**src/rtl/axi_slv_pkg.sv**
```systemverilog
// Shared state encodings and constants for the AXI3 SRAM slave.
// The LFSR constants are only used when AXI_SLV_STALL_EN is defined.
package axi_slv_pkg;

  typedef enum logic [1:0] {
    R_IDLE = 2'd0,
    R_ADDR = 2'd1,
    R_WAIT = 2'd2,
    R_DATA = 2'd3
  } r_state_t;

  typedef enum logic [1:0] {
    W_IDLE = 2'd0,
    W_DATA = 2'd1,
    W_RESP = 2'd2
  } w_state_t;

  localparam logic [1:0]  RESP_OKAY = 2'b00;
  localparam logic [15:0] LFSR_SEED = 16'hACE1;
  // Taps 16,14,13,11 expressed as a mask over bits [15:0].
  localparam logic [15:0] LFSR_TAPS = 16'hB400;

endpackage

```
**src/rtl/axi_slv_lfsr.sv**
```systemverilog
// 16-bit Fibonacci LFSR providing pseudo-random back-pressure.
// Instantiated by axi_sram_slave only when AXI_SLV_STALL_EN is defined.
module axi_slv_lfsr
  import axi_slv_pkg::*;
(
  input  logic        clk,
  input  logic        reset,
  output logic [15:0] lfsr
);

  always_ff @(posedge clk or posedge reset) begin
    if (reset) lfsr <= LFSR_SEED;
    else       lfsr <= {lfsr[14:0], ^(lfsr & LFSR_TAPS)};
  end

endmodule

```
**src/rtl/axi_sram_slave.sv**
```systemverilog
// AXI3 slave terminating one read and one write INCR burst onto a single-port SRAM.
// Define AXI_SLV_STALL_EN to add LFSR-driven back-pressure on ar/aw/w and read data.
module axi_sram_slave
  import axi_slv_pkg::*;
#(
  parameter int unsigned RAM_AW = 16
) (
  input  logic              clk,
  input  logic              reset,
  input  logic [3:0]        arid,
  input  logic [31:0]       araddr,
  input  logic [7:0]        arlen,
  input  logic              arvalid,
  output logic              arready,
  output logic [3:0]        rid,
  output logic [31:0]       rdata,
  output logic [1:0]        rresp,
  output logic              rlast,
  output logic              rvalid,
  input  logic              rready,
  input  logic [3:0]        awid,
  input  logic [31:0]       awaddr,
  input  logic [7:0]        awlen,
  input  logic              awvalid,
  output logic              awready,
  input  logic [31:0]       wdata,
  input  logic [3:0]        wstrb,
  input  logic              wlast,
  input  logic              wvalid,
  output logic              wready,
  output logic [3:0]        bid,
  output logic [1:0]        bresp,
  output logic              bvalid,
  input  logic              bready,
  output logic              ram_en,
  output logic [3:0]        ram_wen,
  output logic [RAM_AW-1:0] ram_addr,
  output logic [31:0]       ram_wdata,
  input  logic [31:0]       ram_rdata
);

  r_state_t    r_state, r_next;
  w_state_t    w_state, w_next;
  logic [31:0] r_addr, w_addr;
  logic [3:0]  r_len, r_beat;
  logic        r_fresh;
  logic        stall_a, stall_r;
  logic        ar_fire, aw_fire, w_fire, r_fire;

`ifdef AXI_SLV_STALL_EN
  logic [15:0] lfsr;

  axi_slv_lfsr u_lfsr (
    .clk   (clk),
    .reset (reset),
    .lfsr  (lfsr)
  );

  assign stall_a = lfsr[0];
  assign stall_r = lfsr[1];
`else
  assign stall_a = 1'b0;
  assign stall_r = 1'b0;
`endif

  assign rresp   = RESP_OKAY;
  assign bresp   = RESP_OKAY;
  assign ar_fire = arvalid & arready;
  assign aw_fire = awvalid & awready;
  assign w_fire  = wvalid & wready;
  assign r_fire  = rvalid & rready;

  always_ff @(posedge clk or posedge reset) begin
    if (reset) begin
      r_state <= R_IDLE;
      w_state <= W_IDLE;
    end else begin
      r_state <= r_next;
      w_state <= w_next;
    end
  end

  always_comb begin
    r_next = r_state;
    case (r_state)
      R_IDLE: if (ar_fire) r_next = R_ADDR;
      R_ADDR: r_next = R_WAIT;
      R_WAIT: if (!stall_r) r_next = R_DATA;
      R_DATA: if (rready) r_next = (r_beat == r_len) ? R_IDLE : R_ADDR;
      default: r_next = R_IDLE;
    endcase
  end

  always_comb begin
    w_next = w_state;
    case (w_state)
      W_IDLE: if (aw_fire) w_next = W_DATA;
      W_DATA: if (w_fire && wlast) w_next = W_RESP;
      W_RESP: if (bready) w_next = W_IDLE;
      default: w_next = W_IDLE;
    endcase
  end

  // Read issue owns the SRAM port; the write beat is held off through wready.
  always_comb begin
    arready   = (r_state == R_IDLE) & ~reset & ~stall_a;
    awready   = (w_state == W_IDLE) & ~reset & ~stall_a;
    wready    = (w_state == W_DATA) & (r_state != R_ADDR) & ~stall_a;
    rvalid    = (r_state == R_DATA);
    rlast     = (r_state == R_DATA) & (r_beat == r_len);
    bvalid    = (w_state == W_RESP);
    ram_en    = 1'b0;
    ram_wen   = '0;
    ram_addr  = '0;
    ram_wdata = '0;
    if (r_state == R_ADDR) begin
      ram_en   = 1'b1;
      ram_addr = r_addr[RAM_AW+1:2];
    end else if (wvalid && wready) begin
      ram_en    = 1'b1;
      ram_wen   = wstrb;
      ram_addr  = w_addr[RAM_AW+1:2];
      ram_wdata = wdata;
    end
  end

  // r_fresh marks the single R_WAIT cycle in which ram_rdata belongs to this beat.
  always_ff @(posedge clk or posedge reset) begin
    if (reset) begin
      rid     <= '0;
      rdata   <= '0;
      r_addr  <= '0;
      r_len   <= '0;
      r_beat  <= '0;
      r_fresh <= 1'b0;
      bid     <= '0;
      w_addr  <= '0;
    end else begin
      r_fresh <= (r_state == R_ADDR);
      if (ar_fire) begin
        rid    <= arid;
        r_addr <= araddr;
        r_len  <= arlen[3:0];
        r_beat <= '0;
      end
      if (r_state == R_WAIT && r_fresh) rdata <= ram_rdata;
      if (r_fire && !rlast) begin
        r_beat <= r_beat + 4'd1;
        r_addr <= r_addr + 32'd4;
      end
      if (aw_fire) begin
        bid    <= awid;
        w_addr <= awaddr;
      end
      if (w_fire) w_addr <= w_addr + 32'd4;
    end
  end

  logic unused_bits;
`ifdef AXI_SLV_STALL_EN
  assign unused_bits = ^{awlen, arlen[7:4], r_addr[1:0], r_addr[31:RAM_AW+2],
                         w_addr[1:0], w_addr[31:RAM_AW+2], lfsr[15:2]};
`else
  assign unused_bits = ^{awlen, arlen[7:4], r_addr[1:0], r_addr[31:RAM_AW+2],
                         w_addr[1:0], w_addr[31:RAM_AW+2]};
`endif

endmodule

```
**config.mk**
```make
export PLATFORM = sky130hd
export DESIGN_NAME = axi_sram_slave
export DESIGN_NICKNAME = d
export VERILOG_FILES = /design/src/rtl/axi_slv_pkg.sv /design/src/rtl/axi_slv_lfsr.sv /design/src/rtl/axi_sram_slave.sv
export SDC_FILE = /design/constraint.sdc
export NUM_CORES = 1
export LEC_CHECK = 0
export BUFFER_PORTS_ARGS = -buffer_cell sky130_fd_sc_hd__buf_2
export CAP_MARGIN = 10
export CORE_MARGIN = 2
export CORE_UTILIZATION = 40
export CTS_CLUSTER_SIZE = 8
export DETAILED_ROUTE_END_ITERATION = 8
export PLACE_DENSITY = 0.77
export SETUP_SLACK_MARGIN = 0.15
export SLEW_MARGIN = 20
export SYNTH_ARGS = -nofsm -noshare
export SYNTH_HDL_FRONTEND = slang
export SYNTH_SLANG_ARGS = --single-unit
```
**constraint.sdc**
```tcl
create_clock -name clk -period 2.41 [get_ports clk]
set_input_delay 0.3615 -clock clk [delete_from_list [all_inputs] [get_ports clk]]
set_output_delay 0.3615 -clock clk [all_outputs]
set_load 0.05 [all_outputs]
```
==> results.sh <==
export IMPL_status="finished, final reports clean"
export IMPL_ys_top_cells_by_area="dfrtp_1, mux2_2, and2_1, nand2_1, a22o_1"
export IMPL_clock_sinks=85
export IMPL_synth_main_ff_cell="dfrtp_1"
export IMPL_ios=267
export IMPL_postCtsHoldBufs=0
export IMPL_reg2reg_to="r_addr[4]"
export IMPL_yosysTopAreaCellShare_pct=46.0
export IMPL_intPower_mw=5.55
export IMPL_first_pass_iters=4
export IMPL_grt_max_degree=33
export IMPL_htree_levels=3
export IMPL_wl_met2_um=7230
export IMPL_final_net_count=849
export IMPL_filler_cell_count=907
export IMPL_core_sq_um=11400
export IMPL_drt_met1_wl_um=5690
export IMPL_hp_class="in -> async"
export IMPL_grt_ovfl_total=0
export IMPL_critPathTopFamily="buffers and inverters"
export IMPL_crit_buf_inv=3
export IMPL_power_density_nw_per_um2=1560
export IMPL_rsz0062_at_grt="yes"
export IMPL_leakagePower_nw=3.35
export IMPL_syn_cell_area_sq_um=4630
export IMPL_clock_path_buffers=2
export IMPL_finalNonFillerCells=823
export IMPL_critPathCaptureType="output pin"
export IMPL_layout_setup_ws_ns=0.126
export IMPL_path_max_fanout=8
export IMPL_r2r_start="r_state[0]"
export IMPL_final_min_clock_period_ns=2.28
export IMPL_top_layer="met4"
export IMPL_power_frac_comb_pct=61.1
export IMPL_ff2ff_path_depth=8
export IMPL_setup_viol=0
export IMPL_area_delta_synth_final_pct=50.8
export IMPL_cts_root_buffer="clkbuf_16"
export IMPL_synth_top_area_cell="dfrtp_1"
export IMPL_fin_skew_ns=0.00896
export IMPL_cp_common_cell="buf_6"
export IMPL_avgRoutedWirePerCell_um=17.7
export IMPL_clk_pin_slew_ns=0.06
export IMPL_ant_nets=0
export IMPL_die_h_um=112
export IMPL_port_buffers=218
export IMPL_syn_instance_count=445
export IMPL_p_switching_mw=5.36
export IMPL_power_frac_seq_pct=25.9
export IMPL_cts_tree="built"
export IMPL_cp_slowest_cell="dfrtp_1"
export IMPL_crit_path_max_incr_delay_ns=0.42
export IMPL_p_total_mw=10.9
export IMPL_start_util_pct=40.7
export IMPL_wl_um=14600
export IMPL_place_hpwl_um=10200
export IMPL_numCtsBuffers=9
export IMPL_max_vdd_ir_drop_mv=0.947
export IMPL_hold_viol_final=0
export IMPL_ff2ff_setup_slack_ns=0.28
export IMPL_route_detailed_drc=0
export IMPL_first_global_vias=4306
export IMPL_drive_gt1_share_pct=54.9
export IMPL_seq_area_sq_um=2130
export IMPL_multi_input_area_sq_um=2470
export IMPL_critPathLaunchType="flop"
export IMPL_critical_path_class="reg -> out"
export IMPL_dp_slack_ns=0.191
export IMPL_fmax_mhz=438
export IMPL_num_antenna_cells=0
export IMPL_antenna_found_initial=0
export IMPL_placed_cells=791
export IMPL_cap_violations=0
export IMPL_yosysUniqueCellTypes=53
export IMPL_track_usage_pct=21.8
export IMPL_clkPwrFrac_pct=13.0
export IMPL_p_sw_share_pct=49.2
export IMPL_synth_warnings=0
export IMPL_path_cells="ha_4, nor4bb_4, buf_6, clkbuf_16, and2_2, buf_6"
export IMPL_fin_util_pct=61.4
export IMPL_required_ns=2.05
export IMPL_ys_seq_area_share_pct=46.0
export IMPL_avgSynthCellArea_sq_um=10.4
export IMPL_via_per_inst=5.42
export IMPL_synth_most_common_cell="dfrtp_1"
export IMPL_wl_met3_um=1380
export IMPL_drtIter0Drc=228
export IMPL_dr_total_vias=4460
export IMPL_clock_latency_ns=0.33
export IMPL_final_max_slew_violation_count=0
export IMPL_grt_pass1_wl_um=21700
export IMPL_gp_congestion=0.915
export IMPL_die_x_um=112
export IMPL_holdWs_ns=0.188
export IMPL_startpoint="r_state[0]"
export IMPL_fin_crit_sh_pct=94.8
export IMPL_synth_seq_cells=85
export IMPL_synth_common_cells="dfrtp_1, nand2_1, and2_1, mux2_2, nand3_1"
export IMPL_dieArea_sq_um=12400
export IMPL_async_flop_share_pct=100
export IMPL_rows=39
export IMPL_arrival_ns=1.92
export IMPL_synth_edf_count=0
export IMPL_slew_headroom_pct=55.5
export IMPL_worst_pin_slew_ns=0.666
repair_timing:
item,in CTS,in global routing
setup buffers,5,9
pin swaps,1,9
cloned,2,2
endpoints found under the setup margin,53,70
endpoints found under the hold margin,0,0
resized for setup,70,58
placed cells by master, fill, tap and decap left out, types with 7 or more instances in the layout:
master | netlist | final
buf_2 | 7 | 165
nor2_1 | 17 | 17
mux2i_1 | 9 | 9
buf_6 | 1 | 33
o221a_2 | 10 | 10
mux2_2 | 38 | 38
and2_2 | 0 | 34
nand2_1 | 57 | 57
clkbuf_16 | 0 | 11
buf_8 | 0 | 15
a311oi_1 | 7 | 7
nand3_1 | 19 | 19
a211oi_1 | 10 | 10
buf_4 | 6 | 28
dfrtp_1 | 85 | 85
and3_1 | 9 | 9
nand4_1 | 9 | 9
o21ai_0 | 8 | 7
ha_1 | 8 | 7
worst max path at each step:
stage	slack (ns)	depth (start not counted)	endpoint
floorplan	-0.04	8	ram_addr[10]
global placement	0.27	6	ram_addr[6]
detailed placement	0.19	5	r_addr[8]
CTS	0.07	6	ram_addr[10]
global route	0.08	6	ram_wdata[0]
finish	0.13	6	ram_wdata[12]
registers in the layout (all words and copies together), names as in the netlist:
signal	count
bid	4
r_addr	16
r_beat	4
r_fresh	1
r_len	4
r_state	2
rdata	32
rid	4
w_addr	16
w_state	2
power groups by stage:
stage | combinational (mW) | sequential, mW | clock (mW)
6_report | 6.66 | 2.83 | 1.42
5_1_grt | 7.00 | 2.92 | 1.50
4_1_cts | 6.25 | 2.80 | 1.45
3_5_place_dp | 5.80 | 2.80 | 0
3_3_place_gp | 5.72 | 2.75 | 0
2_1_floorplan | 3.23 | 3.84 | 0
kinds of logic (layout without fill, tap and decap cells):
family                   after synthesis  count (layout)  share of synthesized area [%]
AO/OA/AOI/OAI                         76              76                           13.7
XOR/XNOR                               5               5                          0.946
adder cells (fa/ha/maj)                8               8                           2.16
buffers and inverters                 41             273                           4.16
flip-flops                            85              85                           46.0
multiplexers                          50              50                           11.9
other                                  1               4                         0.0810
AND/OR/NAND/NOR                      179             179                           21.1
area by class of cell:
| type | count | share of cell area (%) |
|---|---|---|
| repair buffers | 252 | 26.7 |
| well taps | 143 | 2.56 |
| clock inverters | 4 | 1.08 |
| multi-input cells | 322 | 35.5 |
| inverters | 7 | 0.430 |
| flip-flops and latches | 85 | 30.5 |
| clock buffers | 10 | 3.28 |
routing by layer:
metal | up-vias | track usage (%)
met4 | 0 | 8.97
met3 | 17 | 3.48
met5 | - | 0
met2 | 299 | 37.7
li1 | 2082 | -
met1 | 2062 | 27.3
per-stage QoR:
step           TNS, ns  area (sq um)
2_1_floorplan   -0.131          4700
3_3_place_gp         0          6030
3_5_place_dp         0          6030
4_1_cts              0          6640
5_1_grt              0          6980
6_report             0          6980
No activity file was read; power rests on OpenSTA's default activity.
